## config.mk

```make
export PLATFORM = sky130hd
export DESIGN_NAME = seg_scan_decoder
export DESIGN_NICKNAME = d
export VERILOG_FILES = /design/src/rtl/seg_pkg.sv /design/src/rtl/seg7_to_bcd.sv /design/src/rtl/seg_scan_decoder.sv
export SDC_FILE = /design/constraint.sdc
export NUM_CORES = 1
export LEC_CHECK = 0
export ABC_AREA = 0
export BUFFER_PORTS_ARGS = -buffer_cell sky130_fd_sc_hd__buf_2
export CORE_MARGIN = 2
export CORE_UTILIZATION = 65
export CTS_BUF_LIST = sky130_fd_sc_hd__clkbuf_8
export DETAILED_ROUTE_END_ITERATION = 16
export HOLD_SLACK_MARGIN = 0.15
export PLACE_DENSITY = 0.9
export SLEW_MARGIN = 20
export SYNTH_ARGS = -nofsm -noshare
export SYNTH_HDL_FRONTEND = slang
export SYNTH_HIERARCHICAL = 1
export SYNTH_SLANG_ARGS = --single-unit
```

## constraint.sdc

```tcl
create_clock -name clk -period 9.5 [get_ports clk]
set_input_delay 0.475 -clock clk [delete_from_list [all_inputs] [get_ports clk]]
set_output_delay 0.475 -clock clk [all_outputs]
set_load 0.01 [all_outputs]
```

## src/rtl/seg_pkg.sv

```systemverilog
// Shared definitions for the 7-segment scan decoder: segment codes, FSM states,
// digit-slot indices and strobe helper functions.
package seg_pkg;

    localparam logic [6:0] SEG_0     = 7'h40;
    localparam logic [6:0] SEG_1     = 7'h79;
    localparam logic [6:0] SEG_2     = 7'h24;
    localparam logic [6:0] SEG_3     = 7'h30;
    localparam logic [6:0] SEG_4     = 7'h19;
    localparam logic [6:0] SEG_5     = 7'h12;
    localparam logic [6:0] SEG_6     = 7'h02;
    localparam logic [6:0] SEG_7     = 7'h78;
    localparam logic [6:0] SEG_8     = 7'h00;
    localparam logic [6:0] SEG_9     = 7'h10;
    localparam logic [6:0] SEG_BLANK = 7'h7F;

    localparam logic [3:0] WEI_NONE  = 4'hF;

    localparam logic [1:0] SLOT_UNITS = 2'd0;
    localparam logic [1:0] SLOT_TENS  = 2'd1;
    localparam logic [1:0] SLOT_HUND  = 2'd2;
    localparam logic [1:0] SLOT_THOU  = 2'd3;

    typedef enum logic [1:0] {
        IDLE   = 2'd0,
        SETTLE = 2'd1,
        SAMPLE = 2'd2,
        HOLD   = 2'd3
    } state_t;

    function automatic logic one_low(input logic [3:0] wei);
        return (wei == 4'b1110) || (wei == 4'b1101) ||
               (wei == 4'b1011) || (wei == 4'b0111);
    endfunction

    function automatic logic [1:0] slot_idx(input logic [3:0] wei);
        logic [1:0] idx;
        case (wei)
            4'b1110: idx = SLOT_UNITS;
            4'b1101: idx = SLOT_TENS;
            4'b1011: idx = SLOT_HUND;
            4'b0111: idx = SLOT_THOU;
            default: idx = SLOT_UNITS;
        endcase
        return idx;
    endfunction

endpackage

```

## src/rtl/seg7_to_bcd.sv

```systemverilog
// Combinational active-low 7-segment code {g..a} to BCD digit, with a flag
// that is low for any code that is not one of the ten digit glyphs.
module seg7_to_bcd
    import seg_pkg::*;
(
    input  logic [6:0] i_code,
    output logic       o_valid,
    output logic [3:0] o_digit
);

    // Glyph lookup; unknown codes report invalid with a zero digit.
    always_comb begin
        o_valid = 1'b1;
        o_digit = 4'd0;
        case (i_code)
            SEG_0:   o_digit = 4'd0;
            SEG_1:   o_digit = 4'd1;
            SEG_2:   o_digit = 4'd2;
            SEG_3:   o_digit = 4'd3;
            SEG_4:   o_digit = 4'd4;
            SEG_5:   o_digit = 4'd5;
            SEG_6:   o_digit = 4'd6;
            SEG_7:   o_digit = 4'd7;
            SEG_8:   o_digit = 4'd8;
            SEG_9:   o_digit = 4'd9;
            default: o_valid = 1'b0;
        endcase
    end

endmodule

```

## src/rtl/seg_scan_decoder.sv

```systemverilog
// Loopback monitor for a multiplexed 7-seg scan bus: debounces strobes, decodes
// digits and assembles frames. Optional macro BLANK_LEAD_EN: blank tens = 0.
module seg_scan_decoder
    import seg_pkg::*;
#(
    parameter int         SETTLE_CYC = 4,
    parameter logic [3:0] USED_MASK  = 4'b0011,
    parameter int         TIMEOUT    = 50000
) (
    input  logic       clk,
    input  logic       rst_n,
    input  logic [3:0] sm_wei,
    input  logic [7:0] sm_duan,
    output logic [6:0] value,
    output logic       value_valid,
    output logic       value_chg,
    output logic       seg_err,
    output logic       wei_err,
    output logic       stale
);

    localparam int CW = (SETTLE_CYC > 1) ? $clog2(SETTLE_CYC) : 1;
    localparam int TW = $clog2(TIMEOUT + 1);
    localparam logic [CW-1:0] CNT_LAST = CW'(SETTLE_CYC - 1);
    localparam logic [TW-1:0] TO_MAX   = TW'(TIMEOUT);

    logic [3:0]    r_wei;
    logic [6:0]    r_seg;
    state_t        r_state, w_next_state;
    logic [3:0]    r_pat, w_pat_next, r_last, w_last_next;
    logic [CW-1:0] r_cnt, w_cnt_next;
    logic [3:0]    r_slot [4];
    logic [3:0]    r_seen, w_seen_next;
    logic [TW-1:0] r_to, w_to_next;
    logic [6:0]    r_value, w_new_value;
    logic          r_valid, r_chg, r_seg_err, r_wei_err, r_stale;
    logic          w_code_ok, w_blank_tens, w_digit_ok, w_sample, w_one_low, w_capture, w_frame_done;
    logic [3:0]    w_digit, w_cap_digit, w_units, w_tens;
    logic [1:0]    w_idx;
    logic          w_unused_dp;

    // The decimal point carries no digit information.
    assign w_unused_dp = sm_duan[7];

    seg7_to_bcd u_dec (
        .i_code  (r_seg),
        .o_valid (w_code_ok),
        .o_digit (w_digit)
    );

    assign w_sample  = (r_state == SAMPLE);
    assign w_one_low = one_low(r_pat);
    assign w_idx     = slot_idx(r_pat);
    assign w_capture = w_sample & w_one_low;

`ifdef BLANK_LEAD_EN
    assign w_blank_tens = (w_idx == SLOT_TENS) && (r_seg == SEG_BLANK);
`else
    assign w_blank_tens = 1'b0;
`endif

    assign w_digit_ok  = w_code_ok | w_blank_tens;
    assign w_cap_digit = w_code_ok ? w_digit : (w_blank_tens ? 4'd0 : r_slot[w_idx]);

    // Input capture register; all debounce timing is counted from these copies.
    always_ff @(posedge clk or negedge rst_n) begin
        if (!rst_n) begin
            r_wei <= WEI_NONE;
            r_seg <= SEG_BLANK;
        end else begin
            r_wei <= sm_wei;
            r_seg <= sm_duan[6:0];
        end
    end

    // FSM state, settle counter and pattern tracking registers.
    always_ff @(posedge clk or negedge rst_n) begin
        if (!rst_n) begin
            r_state <= IDLE;
            r_pat   <= WEI_NONE;
            r_last  <= WEI_NONE;
            r_cnt   <= '0;
        end else begin
            r_state <= w_next_state;
            r_pat   <= w_pat_next;
            r_last  <= w_last_next;
            r_cnt   <= w_cnt_next;
        end
    end

    // Next-state logic: a strobe pattern must be stable SETTLE_CYC cycles before one sample.
    always_comb begin
        w_next_state = r_state;
        w_pat_next   = r_pat;
        w_last_next  = r_last;
        w_cnt_next   = r_cnt;
        case (r_state)
            IDLE: begin
                if ((r_wei != r_last) && (r_wei != WEI_NONE)) begin
                    w_next_state = SETTLE;
                    w_pat_next   = r_wei;
                    w_cnt_next   = '0;
                end else begin
                    w_next_state = IDLE;
                end
            end
            SETTLE, HOLD: begin
                if (r_wei != r_pat) begin
                    if (r_wei == WEI_NONE) begin
                        w_next_state = IDLE;
                    end else begin
                        w_next_state = SETTLE;
                        w_pat_next   = r_wei;
                        w_cnt_next   = '0;
                    end
                end else if (r_state == SETTLE) begin
                    if (r_cnt == CNT_LAST) begin
                        w_next_state = SAMPLE;
                    end else begin
                        w_cnt_next = r_cnt + 1'b1;
                    end
                end else begin
                    w_next_state = HOLD;
                end
            end
            SAMPLE: begin
                w_next_state = HOLD;
                w_last_next  = r_pat;
            end
            default: begin
                w_next_state = IDLE;
            end
        endcase
    end

    // Frame assembly sees the digit being captured this cycle so value follows SAMPLE by one cycle.
    always_comb begin
        w_seen_next = r_seen;
        w_units     = r_slot[0];
        w_tens      = r_slot[1];
        if (w_capture) begin
            w_seen_next[w_idx] = 1'b1;
            if (w_idx == SLOT_UNITS) begin
                w_units = w_cap_digit;
            end else if (w_idx == SLOT_TENS) begin
                w_tens = w_cap_digit;
            end else begin
                w_units = r_slot[0];
            end
        end else begin
            w_seen_next = r_seen;
        end
    end

    assign w_frame_done = w_capture && ((w_seen_next & USED_MASK) == USED_MASK);
    assign w_new_value  = USED_MASK[1] ? (({3'b000, w_tens} * 7'd10) + {3'b000, w_units})
                                       : {3'b000, w_units};
    assign w_to_next    = w_frame_done ? '0 : ((r_to == TO_MAX) ? r_to : r_to + 1'b1);

    // Slot storage, frame tracking, timeout and all registered outputs.
    always_ff @(posedge clk or negedge rst_n) begin
        if (!rst_n) begin
            for (int i = 0; i < 4; i++) r_slot[i] <= 4'd0;
            r_seen    <= 4'd0;
            r_to      <= '0;
            r_value   <= 7'd0;
            r_valid   <= 1'b0;
            r_chg     <= 1'b0;
            r_seg_err <= 1'b0;
            r_wei_err <= 1'b0;
            r_stale   <= 1'b0;
        end else begin
            if (w_capture) r_slot[w_idx] <= w_cap_digit;
            r_seen    <= w_frame_done ? 4'd0 : w_seen_next;
            r_to      <= w_to_next;
            r_valid   <= w_frame_done;
            r_chg     <= w_frame_done && (w_new_value != r_value);
            if (w_frame_done) r_value <= w_new_value;
            r_seg_err <= r_seg_err | (w_capture & ~w_digit_ok);
            r_wei_err <= w_sample & ~w_one_low;
            r_stale   <= (w_to_next == TO_MAX);
        end
    end

    assign value       = r_value;
    assign value_valid = r_valid;
    assign value_chg   = r_chg;
    assign seg_err     = r_seg_err;
    assign wei_err     = r_wei_err;
    assign stale       = r_stale;

endmodule

```

# Yosys cells after proc, flatten, opt, wreduce, memory -nomap -nowiden
# Cells that the tools add are included.
[word_totals]
ff_bits = 71
latch_bits = 0
ramBits = 0
romBits = 0
in_bits = 14
output_inout_bits = 12
word_cells = 122
memories = 0
[op_classes]
add_sub_neg = 3
multipliers = 1
div_mod_pow = 0
n_lt_le_gt_ge = 4
eq_ne = 33
shifts = 0
n_mux = 37
bitwise = 8
n_reduce_logical = 17
[op_table]
columns = ["cell", "count"]
rows = [
  ["2-to-1 mux 4 bit", 14],
  ["one-hot mux 4 bit (9 select lines)", 1],
  ["== test 16 bit, second input constant", 2],
  ["2-to-1 mux 16 bit", 2],
  ["== test 7 x 5 -> 1 bit, second input constant", 3],
  ["== test 7 bit, second input constant", 3],
  ["adder 16 x 1 -> 16 bit, second input constant", 1],
  ["bitwise mux 16 bit", 1],
  ["== test 4 bit, second input constant", 4],
  ["2-to-1 mux 2 bit", 8],
  ["== test 7 x 6 -> 1 bit, second input constant", 2],
  ["one-hot mux 2 bit (3 select lines)", 2],
  ["OR reduction 10 bit", 1],
  ["inequality test 3 bit, second input constant", 3],
  ["binary-select mux 4 bit (select 2 bit)", 1],
  ["demux 4 bit (select 2 bit)", 1],
  ["== test 2 bit, second input constant", 4],
  ["inequality test 4 bit", 2],
  ["inequality test 4 bit, second input constant", 2],
  ["one-hot mux 4 bit (2 select lines)", 1],
  ["adder 7 x 4 -> 7 bit", 1],
  ["== test 7 x 2 -> 1 bit, second input constant", 1],
  ["zero test 7 bit", 1],
  ["inequality test 7 bit", 1],
  ["other kinds (24)", 41],
]

# Longest topological paths before layout
[depth]
word_depth = 14
depth_mapped = 19
mapped_depth_nobuf = 18

# Modules after synthesis
# The synthesis kept the hierarchy.
[modules_own_cells]
columns = ["mod", "n_inst", "cells_each", "area_each_um2", "seq_area_each_um2"]
rows = [
  ["seg_scan_decoder", 1, 324, 3638.5, 1750.4],
  ["seg7_to_bcd", 1, 27, 172.7, 0.0],
]

# Worst setup path before layout
# Ideal clock, no wire load.
[synth_path]
path_type = "register -> register"
startpoint = "reg r_seg[6]"
endpoint = "reg r_chg (netlist: value_chg)"
setup_ns = 0.129
arrival_time_ns = 4.130
required_ns = 9.371
path_slack_ns = 5.240
path_stages_with_launch = 18
path_buffers = 1
synth_period_minus_slack_ns = 4.260
cell_sequence = "dfstp_2 and4bb_2 nand3_1 o211ai_1 nand3b_1 clkbuf_1 o41a_1 mux2_2 ha_1 ha_1 inv_1 fa_1 nand2b_1 a21oi_1 xnor2_1 xnor2_1 xnor2_1 o41a_1"
[synth_between]
elab_cells_between_ends = 23
classes_between = "add/sub (1); mul (1); eq/ne (10); mux (8); reduce/logical (3)"
[synth_lines]
columns = ["item", "line", "source"]
rows = [
  ["start: declaration", "seg_scan_decoder.sv:28", "logic [6:0] r_seg;"],
  ["start signal: assignment", "seg_scan_decoder.sv:72", "r_seg <= sm_duan[6:0];"],
  ["== test 7 x 5 -> 1 bit (tied with other cells)", "seg7_to_bcd.sv:15", "case (i_code)"],
  ["one-hot mux 4 bit (9 select lines) (*)", "seg7_to_bcd.sv:15", ""],
  ["named net w_digit[2]", "seg_scan_decoder.sv:38", "logic [3:0] w_digit, w_cap_digit, w_units, w_tens;"],
  ["2-to-1 mux 4 bit (*)", "seg_scan_decoder.sv:63", "assign w_cap_digit = w_code_ok ? w_digit : (w_blank_tens ? 4'd0 : r_slot[w_idx]);"],
  ["2-to-1 mux 4 bit", "seg_scan_decoder.sv:145", "end else if (w_idx == SLOT_TENS) begin"],
  ["2-to-1 mux 4 bit", "seg_scan_decoder.sv:143", "if (w_idx == SLOT_UNITS) begin"],
  ["2-to-1 mux 4 bit", "seg_scan_decoder.sv:141", "if (w_capture) begin"],
  ["multiplier 4 x 3 -> 6 bit", "seg_scan_decoder.sv:156", "assign w_new_value = USED_MASK[1] ? (({3'b000, w_tens} * 7'd10) + {3'b000, w_units})"],
  ["adder 7 x 4 -> 7 bit (*)", "seg_scan_decoder.sv:156", ""],
  ["inequality test 7 bit (*)", "seg_scan_decoder.sv:177", "r_chg <= w_frame_done && (w_new_value != r_value);"],
  ["logical AND 1 bit (*)", "seg_scan_decoder.sv:177", ""],
  ["end signal: assignment", "seg_scan_decoder.sv:177", ""],
  ["end: declaration", "seg_scan_decoder.sv:36", "logic r_valid, r_chg, r_seg_err, r_wei_err, r_stale;"],
]
# The timed path passes the listed nets; every way through them passes the cells marked *.
# A chain may end at the register's enable or synchronous reset.

# Worst setup path after layout
[layout_path]
startpoint = "reg r_seg[2]"
endpoint = "reg r_chg (netlist: value_chg)"
# The elaborated chain is that of the path after synthesis.

==> flow_metrics.env <==
export IMPL_synth_cell_types=61
export IMPL_min_period_over_period_pct=50.09
export IMPL_critical_path_top_delay_family="compound AO/OA/AOI/OAI gates"
export IMPL_ys_seq_elements=69
export IMPL_startpoint="r_seg[2]"
export IMPL_path_common_cell="xnor2_1"
export IMPL_p_leak_nw=1.913
export IMPL_fin_cells=454
export IMPL_grt_overflow_total=0
export IMPL_drive_gt1_share_pct=26.70
export IMPL_fp_coreArea_um2=5574
export IMPL_cp_num_cells=16
export IMPL_hold_path_class="in2reg"
export IMPL_grt_pass1_vias=2780
export IMPL_ys_seq_area_share_pct=45.93
export IMPL_start_util_pct=68.37
export IMPL_rr_endpoint="value_chg"
export IMPL_fin_area_um2=4187
export IMPL_fillers=362
export IMPL_clk_transition_reported_paths_ns=0.07
export IMPL_worstPathRequired_ns=9.73
export IMPL_cts_tree="yes"
export IMPL_die_h_um=80.57
export IMPL_synth_most_common_cell="dfrtp_1"
export IMPL_fp_row_count=27
export IMPL_rsz0062_at_grt="no"
export IMPL_outcome="complete, no violations"
export IMPL_cp_endpoint="value_chg"
export IMPL_peakVddDrop_v=0.0001737
export IMPL_clock_latency_ns=0.35
export IMPL_detail_route_iter0_violations=210
export IMPL_grt_max_degree=70
export IMPL_crit_fanout=9
export IMPL_dpl_cell_area_um2=3973
export IMPL_dr_pass1_iters=4
export IMPL_yosys_area_top_type="dfrtp_1"
export IMPL_setup_tns_ns=0
export IMPL_synthCells=351
export IMPL_synthFlopType="dfrtp_1"
export IMPL_final_hold_viol_count=0
export IMPL_dpl_cell_count=439
export IMPL_maxSlewHeadroom_pct=41.59
export IMPL_r2r_worst_path_cells=16
export IMPL_ys_top_cells_by_count="dfrtp_1 (50), mux2_2 (34), nor2_1 (28)"
export IMPL_cp_start_kind="flip-flop"
export IMPL_port_buffers=24
export IMPL_routed_via_density=6.205
export IMPL_vias=2817
export IMPL_clock_fmax_ghz=0.2102
export IMPL_grt_antenna_before_repair=0
export IMPL_fin_nets=403
export IMPL_cp_slowest_stage_delay_ns=0.68
export IMPL_cp_num_buf_inv=1
export IMPL_synth_edff_count=0
export IMPL_worstMarginPinSlew_ns=0.8682
export IMPL_grt_pass1_wl_um=13010
export IMPL_wl_per_cell_um=16.63
export IMPL_power_density_nw_per_um2=176.1
export IMPL_ant_nets=0
export IMPL_synth_top_area_share_pct=32.83
export IMPL_h_tree_depth=3
export IMPL_r2r_slack_ns=4.74
export IMPL_async_flop_share_pct=100.0
export IMPL_synth_warnings=6
export IMPL_die_w_um=80.57
export IMPL_drc=0
export IMPL_final_max_slew_viol_count=0
export IMPL_netlist_top_cells_area="dfrtp_1 (33%), dfstp_2 (13%), mux2_2 (10%)"
export IMPL_grt_use_total_pct=26.33
export IMPL_area_growth_pct=9.849
export IMPL_cts_buffer_depth=2
export IMPL_path_cells="and4b_1 -> nand3_1 -> o211ai_1 -> nand3b_1 -> o31ai_1 -> mux2_2 -> ha_1 -> ha_1 -> inv_1 -> fa_1 -> nand2b_1 -> a21oi_1 -> xnor2_1 -> xnor2_1 -> xnor2_1 -> o41a_1"
export IMPL_critPathKind="reg2reg"
export IMPL_skew_ns=0.006223
export IMPL_maxCapViolCount=0
export IMPL_io_pins=26
export IMPL_gp_congestion=0.9530
export IMPL_ctsHoldBuffers=0
export IMPL_rr_startpoint="r_seg[2]"
export IMPL_postCtsSetupRepairBufs=0
export IMPL_cts_buffers=9
export IMPL_synthesis_nets=376
export IMPL_cts_resized=0
export IMPL_finalWorstPathRequiredPeriod_ns=4.758
export IMPL_cts_root_buf="clkbuf_8"
export IMPL_dp_hpwl_um=4940
export IMPL_diodes=0
export IMPL_clkSinkCount=69
export IMPL_min_path_cells=1
export IMPL_netlist_area_um2=3811
export IMPL_critPathSlowestCell="o31ai_1"
export IMPL_setup_viol=0
export IMPL_cp_end_kind="flip-flop"
export IMPL_design_die_area_um2=6492
export IMPL_routed_wirelength_um=7550
export IMPL_syn_area_per_cell_um2=10.86
export IMPL_cp_arrival_ns=4.99
registers in the layout, summed over array words and instances, names as in the netlist, named ones only:
name         count
r_cnt            2
r_to            16
r_seg            7
r_wei            4
seg_err          1
r_state          1
wei_err          1
r_last           4
value_valid      1
r_seen           2
value            7
stale            1
r_pat            4
value_chg        1
r_slot          16
report_power, final:
group | switching (mW) | leakage (nW) | total [mW] | internal (mW)
Combinational | 0.0722 | 0.924 | 0.129 | 0.0570
Clock | 0.108 | 0.110 | 0.260 | 0.152
Sequential | 0.0331 | 0.879 | 0.348 | 0.315
cells in the final DEF (no fill, tap or decap), types with 4 or more instances in the layout:
cell and instances:
a21boi_0 4, a21oi_1 11, a31oi_1 4, and3_1 5, buf_2 24, clkbuf_8 10, dfrtp_1 50, dfstp_2 19
ha_1 9, inv_1 10, mux2_2 34, nand2_1 24, nand2b_1 12, nand3_1 10, nand3b_1 4, nand4_1 4
nor2_1 28, nor2b_1 4, nor3_1 9, nor4_1 5, o21ai_0 6, o22ai_1 6, o31ai_1 4, xnor2_1 16
xor2_1 21
how the worst min path moves through the flow:
stage	startpoint	endpoint	slack [ns]
after floorplan	rst_n	async pin	0.18
after global placement	seg_err	seg_err	0.45
after detailed placement	seg_err	seg_err	0.45
after CTS	sm_wei[2]	r_wei[2]	0.21
after global routing	sm_wei[2]	r_wei[2]	0.21
final	sm_wei[2]	r_wei[2]	0.22
cells by family after synthesis:
logic type | share of synthesized area [%]
AO/OA/AOI/OAI | 8.930
XOR/XNOR | 8.503
adder cells (fa/ha/maj) | 4.268
buffers and inverters | 2.560
flip-flops | 45.93
multiplexers | 10.87
AND/OR/NAND/NOR | 18.94
stage by stage:
stage          power [mW]  setup WS, ns  util, %  hold WS, ns
2_1_floorplan      0.4468         5.240        -       0.1794
3_3_place_gp       0.4747         4.887    71.27       0.4460
3_5_place_dp       0.4803         4.808    71.27       0.4537
4_1_cts            0.7400         4.762    75.11       0.2122
5_1_grt            0.7710         4.522    75.11       0.2142
6_report           0.7372         4.742    75.11       0.2179
area by class of cell:
cell class / instances / area [µm²] / share of cell area [%]
clock buffers: 10 / 137.6 / 3.288
multi-input cells: 263 / 1963 / 46.89
repair buffers: 26 / 135.1 / 3.228
flip-flops and latches: 69 / 1750 / 41.81
clock inverters: 5 / 76.32 / 1.823
inverters: 9 / 33.78 / 0.8069
well taps: 72 / 90.09 / 2.152
per-layer routing:
metal	part of all wire, %	track usage [%]	up-vias	wire length [µm]
met2	51	43.83	89	3825
li1	-	-	1306	-
met5	0	0	-	0
met4	3.2	14.58	0	243
met1	42	32.36	1394	3154
met3	4.3	4.719	28	326
Note: power is estimated with default switching activity, not from simulation.
